**src/rtl/uart_tx_periph.sv**
```systemverilog
// Memory-mapped UART transmitter: 4-entry byte FIFO feeding an 8N1 serializer.
// Latency: register writes land on the next clk edge; start bit drives the cycle after the FIFO pop.
// Backpressure: none on the bus; TXDATA writes into a full FIFO are dropped and flag STATUS.overflow.

// Small synchronous FIFO with combinational head and occupancy count.
// Latency: push visible at head one edge later; pop advances head on the edge.
// Backpressure: push refused when full (judged before any same-cycle pop); pop ignored when empty.
module uart_tx_fifo #(
  parameter int W  = 8,
  parameter int AW = 2
) (
  input  logic          clk,
  input  logic          rst,
  input  logic          push_vld,
  input  logic [W-1:0]  push_dat,
  input  logic          pop_rdy,
  output logic [W-1:0]  head_dat,
  output logic          full,
  output logic          empty,
  output logic [AW:0]   count
);
  localparam int DEPTH = 1 << AW;

  logic [W-1:0]  mem [DEPTH];
  logic [AW-1:0] wr_ptr;
  logic [AW-1:0] rd_ptr;
  logic          do_push;
  logic          do_pop;

  // Count reaches exactly DEPTH only when its top bit is set.
  assign full     = count[AW];
  assign empty    = (count == '0);
  assign do_push  = push_vld && !full;
  assign do_pop   = pop_rdy && !empty;
  assign head_dat = mem[rd_ptr];

  // Storage array; contents are don't-care until written, so no reset.
  always_ff @(posedge clk) begin
    if (do_push) mem[wr_ptr] <= push_dat;
  end

  // Pointers wrap naturally at the power-of-two depth; count tracks occupancy.
  always_ff @(posedge clk or posedge rst) begin
    if (rst) begin
      wr_ptr <= '0;
      rd_ptr <= '0;
      count  <= '0;
    end else begin
      if (do_push) wr_ptr <= wr_ptr + AW'(1);
      if (do_pop)  rd_ptr <= rd_ptr + AW'(1);
      case ({do_push, do_pop})
        2'b10:   count <= count + (AW+1)'(1);
        2'b01:   count <= count - (AW+1)'(1);
        default: count <= count;
      endcase
    end
  end
endmodule

module uart_tx_periph (
  input  logic        clk,
  input  logic        rst,
  input  logic        uart_sel,
  input  logic        uart_wr_enable,
  input  logic [3:0]  uart_addr,
  input  logic [31:0] uart_wdata,
  output logic [31:0] uart_rdata,
  output logic        uart_tx,
  output logic        tx_irq
);
  localparam logic [3:0]  ADDR_TXDATA = 4'h0;
  localparam logic [3:0]  ADDR_STATUS = 4'h4;
  localparam logic [3:0]  ADDR_BAUD   = 4'h8;
  localparam logic [3:0]  ADDR_CTRL   = 4'hC;
  localparam logic [15:0] BAUD_RST    = 16'd867;

  typedef enum logic [1:0] {IDLE, START, DATA, STOP} state_t;

  state_t      state, state_nxt;
  logic [15:0] baud_div;
  logic [15:0] lat_div, lat_div_nxt;
  logic [15:0] bit_cnt, bit_cnt_nxt;
  logic [2:0]  bit_idx, bit_idx_nxt;
  logic [7:0]  shift_q, shift_nxt;
  logic        tx_q, tx_nxt;
  logic        tx_en, irq_en, overflow;
  logic        wr_en, wr_txdata, wr_status, wr_baud, wr_ctrl;
  logic        fifo_pop, fifo_full, fifo_empty;
  logic [7:0]  fifo_head;
  logic [2:0]  fifo_count;
  logic        busy, bit_end, can_start;
  logic        unused_wdata;

  assign wr_en     = uart_sel && uart_wr_enable;
  assign wr_txdata = wr_en && (uart_addr == ADDR_TXDATA);
  assign wr_status = wr_en && (uart_addr == ADDR_STATUS);
  assign wr_baud   = wr_en && (uart_addr == ADDR_BAUD);
  assign wr_ctrl   = wr_en && (uart_addr == ADDR_CTRL);

  assign busy         = (state != IDLE);
  assign bit_end      = (bit_cnt == lat_div);
  assign can_start    = tx_en && !fifo_empty;
  assign uart_tx      = tx_q;
  assign tx_irq       = fifo_empty && !busy && irq_en;
  assign unused_wdata = ^uart_wdata[31:16];

  uart_tx_fifo #(.W(8), .AW(2)) u_fifo (
    .clk      (clk),
    .rst      (rst),
    .push_vld (wr_txdata),
    .push_dat (uart_wdata[7:0]),
    .pop_rdy  (fifo_pop),
    .head_dat (fifo_head),
    .full     (fifo_full),
    .empty    (fifo_empty),
    .count    (fifo_count)
  );

  // Control registers; an overflow set in the same cycle as a W1C clear wins.
  always_ff @(posedge clk or posedge rst) begin
    if (rst) begin
      baud_div <= BAUD_RST;
      tx_en    <= 1'b0;
      irq_en   <= 1'b0;
      overflow <= 1'b0;
    end else begin
      if (wr_baud) baud_div <= uart_wdata[15:0];
      if (wr_ctrl) begin
        tx_en  <= uart_wdata[0];
        irq_en <= uart_wdata[1];
      end
      if (wr_txdata && fifo_full)         overflow <= 1'b1;
      else if (wr_status && uart_wdata[3]) overflow <= 1'b0;
    end
  end

  // Read mux; deselected or unmapped offsets return zero.
  always_comb begin
    uart_rdata = 32'h0;
    if (uart_sel) begin
      case (uart_addr)
        ADDR_STATUS: uart_rdata = {25'h0, fifo_count, overflow, fifo_empty, fifo_full, busy};
        ADDR_BAUD:   uart_rdata = {16'h0, baud_div};
        ADDR_CTRL:   uart_rdata = {30'h0, irq_en, tx_en};
        default:     uart_rdata = 32'h0;
      endcase
    end
  end

  // Serializer state register; reset forces the line idle immediately.
  always_ff @(posedge clk or posedge rst) begin
    if (rst) begin
      state   <= IDLE;
      lat_div <= 16'h0;
      bit_cnt <= 16'h0;
      bit_idx <= 3'd0;
      shift_q <= 8'h0;
      tx_q    <= 1'b1;
    end else begin
      state   <= state_nxt;
      lat_div <= lat_div_nxt;
      bit_cnt <= bit_cnt_nxt;
      bit_idx <= bit_idx_nxt;
      shift_q <= shift_nxt;
      tx_q    <= tx_nxt;
    end
  end

  // Next-state logic; the line value is derived from where the FSM is going so it is registered.
  always_comb begin
    state_nxt   = state;
    lat_div_nxt = lat_div;
    bit_cnt_nxt = bit_cnt + 16'd1;
    bit_idx_nxt = bit_idx;
    shift_nxt   = shift_q;
    fifo_pop    = 1'b0;
    case (state)
      IDLE: begin
        bit_cnt_nxt = 16'h0;
        if (can_start) begin
          state_nxt   = START;
          fifo_pop    = 1'b1;
          lat_div_nxt = baud_div;
          shift_nxt   = fifo_head;
        end
      end
      START: begin
        if (bit_end) begin
          state_nxt   = DATA;
          bit_cnt_nxt = 16'h0;
          bit_idx_nxt = 3'd0;
        end
      end
      DATA: begin
        if (bit_end) begin
          bit_cnt_nxt = 16'h0;
          if (bit_idx == 3'd7) begin
            state_nxt = STOP;
          end else begin
            bit_idx_nxt = bit_idx + 3'd1;
            shift_nxt   = {1'b0, shift_q[7:1]};
          end
        end
      end
      STOP: begin
        if (bit_end) begin
          bit_cnt_nxt = 16'h0;
          if (can_start) begin
            state_nxt   = START;
            fifo_pop    = 1'b1;
            lat_div_nxt = baud_div;
            shift_nxt   = fifo_head;
          end else begin
            state_nxt = IDLE;
          end
        end
      end
      default: state_nxt = IDLE;
    endcase
    case (state_nxt)
      START:   tx_nxt = 1'b0;
      DATA:    tx_nxt = shift_nxt[0];
      default: tx_nxt = 1'b1;
    endcase
  end
endmodule

```
**config.mk**
```make
export PLATFORM = sky130hd
export DESIGN_NAME = uart_tx_periph
export DESIGN_NICKNAME = d
export VERILOG_FILES = /design/src/rtl/uart_tx_periph.sv
export SDC_FILE = /design/constraint.sdc
export NUM_CORES = 1
export LEC_CHECK = 0
export CAP_MARGIN = 20
export CORE_UTILIZATION = 47
export DETAILED_ROUTE_END_ITERATION = 7
export GPL_ROUTABILITY_DRIVEN = 0
export GPL_TIMING_DRIVEN = 1
export PLACE_DENSITY_LB_ADDON = 0.2
export SLEW_MARGIN = 20
export SYNTH_ARGS = -nofsm -noshare
export SYNTH_HDL_FRONTEND = slang
export SYNTH_SLANG_ARGS = --single-unit
```
**constraint.sdc**
```tcl
create_clock -name clk -period 2.7 [get_ports clk]
set_input_delay 0.81 -clock clk [delete_from_list [all_inputs] [get_ports clk]]
set_output_delay 0.81 -clock clk [all_outputs]
set_load 0.02 [all_outputs]
```
==> results.md, run 1 <==
* Initial Utilization at 48.6%
* Async SR Flop Fraction at 69.2%
* Diode count at 0
* Clock Power Share at 19.6%
* CTS Buffer Depth at 2
* Core Area at 10400 um2
* Fill cell count at 849
* CP Data Required Time at 3.01 ns
* Slew Viols, Final at 0
* Final Hold Fails at 0
* Cell taking the most area after synthesis: dfrtp_1
* # DRC at 0
* Vias in the first global route at 3374
* Total global-route track usage at 20.4%
* Static leakage at 2.71 nW
* Antenna Nets Post-Route at 0
* Fin crit period at 2.61 ns
* Post-synth cell types at 50
* Full die area at 11100 um2
* Register bit total from synthesis at 104
* Largest net degree at the start of global routing at 27
* Sequential Power Share at 45.2%
* Chip height at 106 um
* DRT Wirelength at 10500 um
* Routed length per instance at 16.5 um
* Worst-Skew Late Latency at 0.37 ns
* IO Port Bufs at 41
* Most frequent cells after synthesis: dfrtp_1 (65), mux2_2 (38), edfxtp_1 (32)
* Depth of the CTS H-tree at 3
* Switching power total at 1.71 mW
* Worst VDD drop at 0.360 mV
* Num Clock Sinks at 104
* Syn Inst Count at 398
* Predominant post-synthesis flop cell: dfrtp_1
* Area of the multi-input gates at 2260 um2
* Die Wd at 106 um
* CTS Hold Bufs at 0
* Int Pwr at 3.35 mW
* Final net count at 549
* Fmax at 384 MHz
* Place WS at -0.713 ns
* Relative slew slack at 65.8%
* Root Driver: clkbuf_8
* Post-Route Utilization at 60.7%
* CP endpoint kind: flip-flop
* Vias/cell at 5.29
* Final WS setup at 0.0948 ns
* Num CTS Buffers at 9
* PwrDens at 805 nW/um2
* Synth top area share at 32.3%
* Status: finished clean
* Layout area overhead at 24.9%
* CTS tree: done
* Share of cells above drive strength 1 at 35.5%
* Hold WC Path Type: reg -> reg
* Sequential cell area at 2770 um2
* Critical Path AT at 2.92 ns
* Count leader, synth: dfrtp_1
* Via Count at 3361
* Post-DP HPWL at 7450 um
* I/O pin total at 74
* Fin Clk Skew at 0.0107 ns
* RSZ-0062 raised after global routing: yes
* Switching share of power at 33.8%
* Initial antenna violation count at 0
* Avg Cell Area, Syn at 12.7 um2
* Num rows at 37
* Register area share after synthesis at 55.0%
* Ys Warns at 0
* Startpoint Class: flip-flop
* First-pass GRT wire length at 17300 um
* Post-synth EDFFs at 32
* GR Overflow Total at 0
* Clk slew on worst S/H paths at 0.10 ns
* Crit path max fanout at 6
* Final setup fails at 0
* Combinational share of power at 35.2%
* Critical path class: reg -> reg
* Top post-synthesis cells by area: dfrtp_1 (32%), edfxtp_1 (19%), mux2_2 (8.5%)
* Total iterations of the first detailed-routing run at 4
* DR iter-0 viols at 129
* Slew @ Worst Pin at 0.509 ns
* Final period util at 96.5%
* Maxcap violations at 0
* Post-Syn Area at 5040 um2
## routing by layer
| metal | vias to the layer above | part of all wire, % | global-route usage [%] | routed length [um] |
|---|---|---|---|---|
| met1 | 1685 | 48 | 28.8 | 5010 |
| met5 | - | 0 | 0 | 0 |
| met4 | 0 | 1.7 | 9.23 | 181 |
| met2 | 61 | 48 | 31.7 | 5020 |
| li1 | 1599 | - | - | - |
| met3 | 16 | 2.6 | 2.78 | 278 |
## state kept, by name, indices dropped and copies added (netlist names)
name,flops
irq_en,1
shift_q,8
u_fifo.wr_ptr,2
uart_tx,1
tx_en,1
overflow,1
state,2
u_fifo.rd_ptr,2
baud_div,16
bit_cnt,16
u_fifo.count,3
u_fifo.mem,32
lat_div,16
bit_idx,3
## area by class of cell
| type | instances | share of cell area (%) |
|---|---|---|
| multi-input combinational | 265 | 35.9 |
| inverter | 16 | 0.955 |
| clock inverter | 7 | 1.21 |
| timing repair buffer | 98 | 13.2 |
| clock buffer | 9 | 1.97 |
| sequential | 104 | 44.1 |
| tap | 136 | 2.71 |
## critical path, stage by stage (launching register included)
cell	delay, ns
dfrtp_1	0.42
xnor2_1	0.19
nand4_1	0.19
buf_4	0.20
or4_1	0.58
buf_4	0.20
o21ai_0	0.23
a311o_1	0.34
a22o_1	0.19
## metrics by stage
step	cells	power (mW)	TNS [ns]	instance area [um2]	hold WS, ns
global placement	608	3.88	-19.61	5910	0.481
finish	635	5.06	0	6290	0.503
detailed placement	608	3.95	-21.25	5910	0.491
global route	635	5.36	-0.117	6290	0.529
CTS	629	5.05	0	6180	0.504
floorplan	413	3.39	0	5100	0.466
## path summary, 6_finish.rpt
check	start	endpoint	slack (ns)	depth (start not counted)
min	bit_cnt[0]	bit_cnt[0]	0.50	1
max in group asynchronous	rst	uart_tx	1.41	3
max reg2reg	bit_cnt[3]	shift_q[6]	0.09	8
min reg2reg	bit_cnt[0]	bit_cnt[0]	0.50	1
min in group asynchronous	rst	bit_cnt[11]	0.70	2
max	bit_cnt[3]	shift_q[6]	0.09	8
## cells in the final DEF, fill, tap and decap left out, types with 9 or more instances in the layout
master / instances
and3_1: 10
xor2_1: 11
nand4_1: 10
nor2_1: 26
inv_1: 13
clkdlybuf4s50_1: 19
mux2_2: 38
dfrtp_1: 64
conb_1: 16
clkbuf_8: 9
buf_2: 12
xnor2_1: 18
nand2_1: 16
edfxtp_1: 32
ha_1: 13
a22o_1: 14
buf_4: 54
## what timing repair did
| action | 4_1_cts | 5_1_grt |
|---|---|---|
| gates cloned | 1 | 1 |
| hold endpoints to repair | 0 | 0 |
| setup buffers | 4 | 5 |
| endpoints found under the setup margin | 19 | 23 |
| pin swaps | 10 | 11 |
| gates resized for setup | 93 | 22 |
## kinds of logic after synthesis
group                    share of synthesized area (%)
XOR/XNOR                                          6.09
multiplexers                                      12.5
AO/OA/AOI/OAI                                     6.98
flip-flops                                        55.0
other                                           0.0745
AND/OR/NAND/NOR                                   10.9
adder cells (fa/ha/maj)                           3.88
buffers and inverters                             4.60
## power by group through the flow
| stage | combinational (mW) | sequential, mW | clock [mW] |
|---|---|---|---|
| 2_1_floorplan | 1.21 | 2.18 | 0 |
| 3_3_place_gp | 1.60 | 2.29 | 0 |
| 3_5_place_dp | 1.64 | 2.30 | 0 |
| 4_1_cts | 1.74 | 2.29 | 1.03 |
| 5_1_grt | 1.94 | 2.34 | 1.07 |
| 6_report | 1.78 | 2.29 | 0.992 |
(Power assumes the default switching activity.)
==> run 2, diff against run 1 <==
--- a/config.mk
+++ b/config.mk
@@ -6,7 +6,9 @@
 export NUM_CORES = 1
 export LEC_CHECK = 0
 export CAP_MARGIN = 20
-export CORE_UTILIZATION = 47
+export CELL_PAD_IN_SITES_DETAIL_PLACEMENT = 2
+export CELL_PAD_IN_SITES_GLOBAL_PLACEMENT = 2
+export CORE_UTILIZATION = 33
 export DETAILED_ROUTE_END_ITERATION = 7
 export GPL_ROUTABILITY_DRIVEN = 0
 export GPL_TIMING_DRIVEN = 1
==> constraint.sdc (replaced) <==
create_clock -name clk -period 2.7 [get_ports clk]
set_input_delay 0.81 -clock clk [delete_from_list [all_inputs] [get_ports clk]]
set_output_delay 0.81 -clock clk [all_outputs]
set_load 0.01 [all_outputs]
==> run 2 against run 1 <==
The flow now finishes with violations (design-rule violations). Largest power group unchanged. Final cell count increased by 7.7%. Power is 10% higher. Critical path type unchanged. Worst setup slack got worse by 0.088 ns. Largest cell class unchanged. Die area up 42%. Core utilization decreased by 17 points. Cell area rose by 2.9%. Clock skew is 0.0050 ns lower. Non-clock buffer count rose by 1.
==> results.md, run 2 (synthesis gave the netlist of run 1 again) <==
* Status: finished with violations
* Failing checks: design-rule violations
* DR iter-0 viols at 149
* I/O pin total at 74
* DRT Wirelength at 13300 um
* Fin Clk Skew at 0.00570 ns
* Worst VDD drop at 0.367 mV
* Clock Power Share at 24.5%
* Full die area at 15800 um2
* CTS Hold Bufs at 0
* Final period util at 99.7%
* Via Count at 3461
* Num Clock Sinks at 104
* First-pass GRT wire length at 21900 um
* Total iterations of the first detailed-routing run at 6
* CP endpoint kind: flip-flop
* Startpoint Class: flip-flop
* Largest register FFs at 32
* Antenna Nets Post-Route at 0
* Most common cell after layout, fill and taps aside: dfrtp_1
* Die Wd at 126 um
* Relative slew slack at 60.0%
* Vias in the first global route at 4006
* Slew Viols, Final at 0
* Layout area overhead at 28.6%
* Switching share of power at 34.0%
* Min-Delay Endpoint: shift_q[3]
* Placed Area at 5970 um2
* Maxcap violations at 0
* Num CTS Buffers at 9
* GR Overflow Total at 0
* Setup TNS at 0 ns
* Diode count at 0
* IO Port Bufs at 41
* Depth of the CTS H-tree at 3
* Core Area at 14700 um2
* Final net count at 550
* PwrDens at 863 nW/um2
* Fin crit period at 2.69 ns
* Post-route design area at 6470 um2
* CTS tree: done
* # DRC at 2
* Worst reg2reg endpoint: u_fifo.count[2]
* Root Driver: clkbuf_16
* Slew @ Worst Pin at 0.596 ns
* Chip height at 126 um
* Critical Path AT at 2.98 ns
* Worst-Skew Late Latency at 0.36 ns
* Critical path class: reg -> reg
* Initial Utilization at 34.3%
* CTS Buffer Depth at 2
* Vias/cell at 5.06
* Hold_sp: shift_q[3]
* Worst r2r path cells at 13
* Combinational share of power at 34.4%
* R2r startpoint: lat_div[9]
* Static leakage at 2.75 nW
* Int Pwr at 3.68 mW
* Worst hold slack at 0.515 ns
* Final Hold Fails at 0
* CP Data Required Time at 2.99 ns
* Share of cells above drive strength 1 at 37.6%
* Largest net degree at the start of global routing at 27
* Initial antenna violation count at 0
* Crit path max fanout at 2
* Most frequent cells in the layout: dfrtp_1 (64), buf_4 (53), mux2_2 (38), edfxtp_1 (32), nor2_1 (22)
* Total global-route track usage at 18.3%
* Hold Path Stages at 1
* Post-DP HPWL at 9600 um
* Final setup fails at 0
* Switching power total at 1.90 mW
* Routed length per instance at 19.5 um
* Reg2Reg Setup Slack at 0.007 ns
* Fmax at 371 MHz
* Num rows at 44
* Reg with most FFs: u_fifo.mem
* RSZ-0062 raised after global routing: yes
* Hold WC Path Type: reg -> reg
* Clk slew on worst S/H paths at 0.07 ns
* Sequential Power Share at 41.1%
==> run 2: timing repair <==
| action | 4_1_cts | 5_1_grt |
|---|---|---|
| setup endpoints to repair | 26 | 27 |
| pin swaps | 11 | 12 |
| gates resized for setup | 101 | 18 |
| buffers inserted | 3 | 9 |
| cloned | 1 | 0 |
==> run 2: worst max-delay path, cell delays in order (launching register included) <==
cell and delay [ns]:
dfrtp_1 0.42, xnor2_1 0.19, nand4_1 0.16, buf_4 0.17, nor4_4 0.33, a21oi_2 0.11, nor3_2 0.17, buf_4 0.17
ha_4 0.14, inv_2 0.04, fa_2 0.34, xor2_2 0.15, nor2_2 0.11, xor2_1 0.13
==> run 2: layer usage <==
layer	GRT usage, %	part of all wire, %
met3	3.08	2.9
met4	7.46	2.1
met5	0	0
met2	31.6	51
met1	22.5	44
==> run 2: power groups by stage <==
stage	combinational (mW)	sequential [mW]	clock, mW
2_1_floorplan	1.20	2.17	0
3_3_place_gp	1.65	2.29	0
3_5_place_dp	1.74	2.30	0
4_1_cts	1.81	2.30	1.41
5_1_grt	2.12	2.35	1.47
6_report	1.92	2.30	1.37
==> run 2: area by class of cell <==
type	count	area, um2
Inverter	16	60.1
Clock inverter	7	81.3
Sequential cell	104	2770
Tap cell	184	230
Clock buffer	9	225
Fill cell	1470	8220
Multi-Input combinational cell	265	2290
Timing Repair Buffer	99	820
==> run 2: worst max path at each step <==
| stage | start | endpoint | slack [ns] | cells after the start |
|---|---|---|---|---|
| floorplan | bit_cnt[2] | u_fifo.count[2] | 0.05 | 11 |
| finish | lat_div[9] | u_fifo.count[2] | 0.007 | 13 |
| global route | bit_cnt[4] | u_fifo.count[2] | -0.14 | 12 |
| CTS | uart_addr[0] | uart_rdata[3] | -0.001 | 6 |
| detailed placement | uart_addr[3] | uart_rdata[3] | -0.70 | 6 |
| global placement | uart_addr[3] | uart_rdata[2] | -0.67 | 6 |
==> run 2: stage by stage <==
stage          util (%)  power [mW]  std cells  setup WS (ns)
2_1_floorplan         -        3.37        413         0.0452
3_3_place_gp       40.6        3.94        656         -0.667
3_5_place_dp       40.6        4.04        656         -0.695
4_1_cts            43.2        5.52        676       -0.00113
5_1_grt            44.1        5.94        684         -0.139
6_report           44.1        5.59        684        0.00730
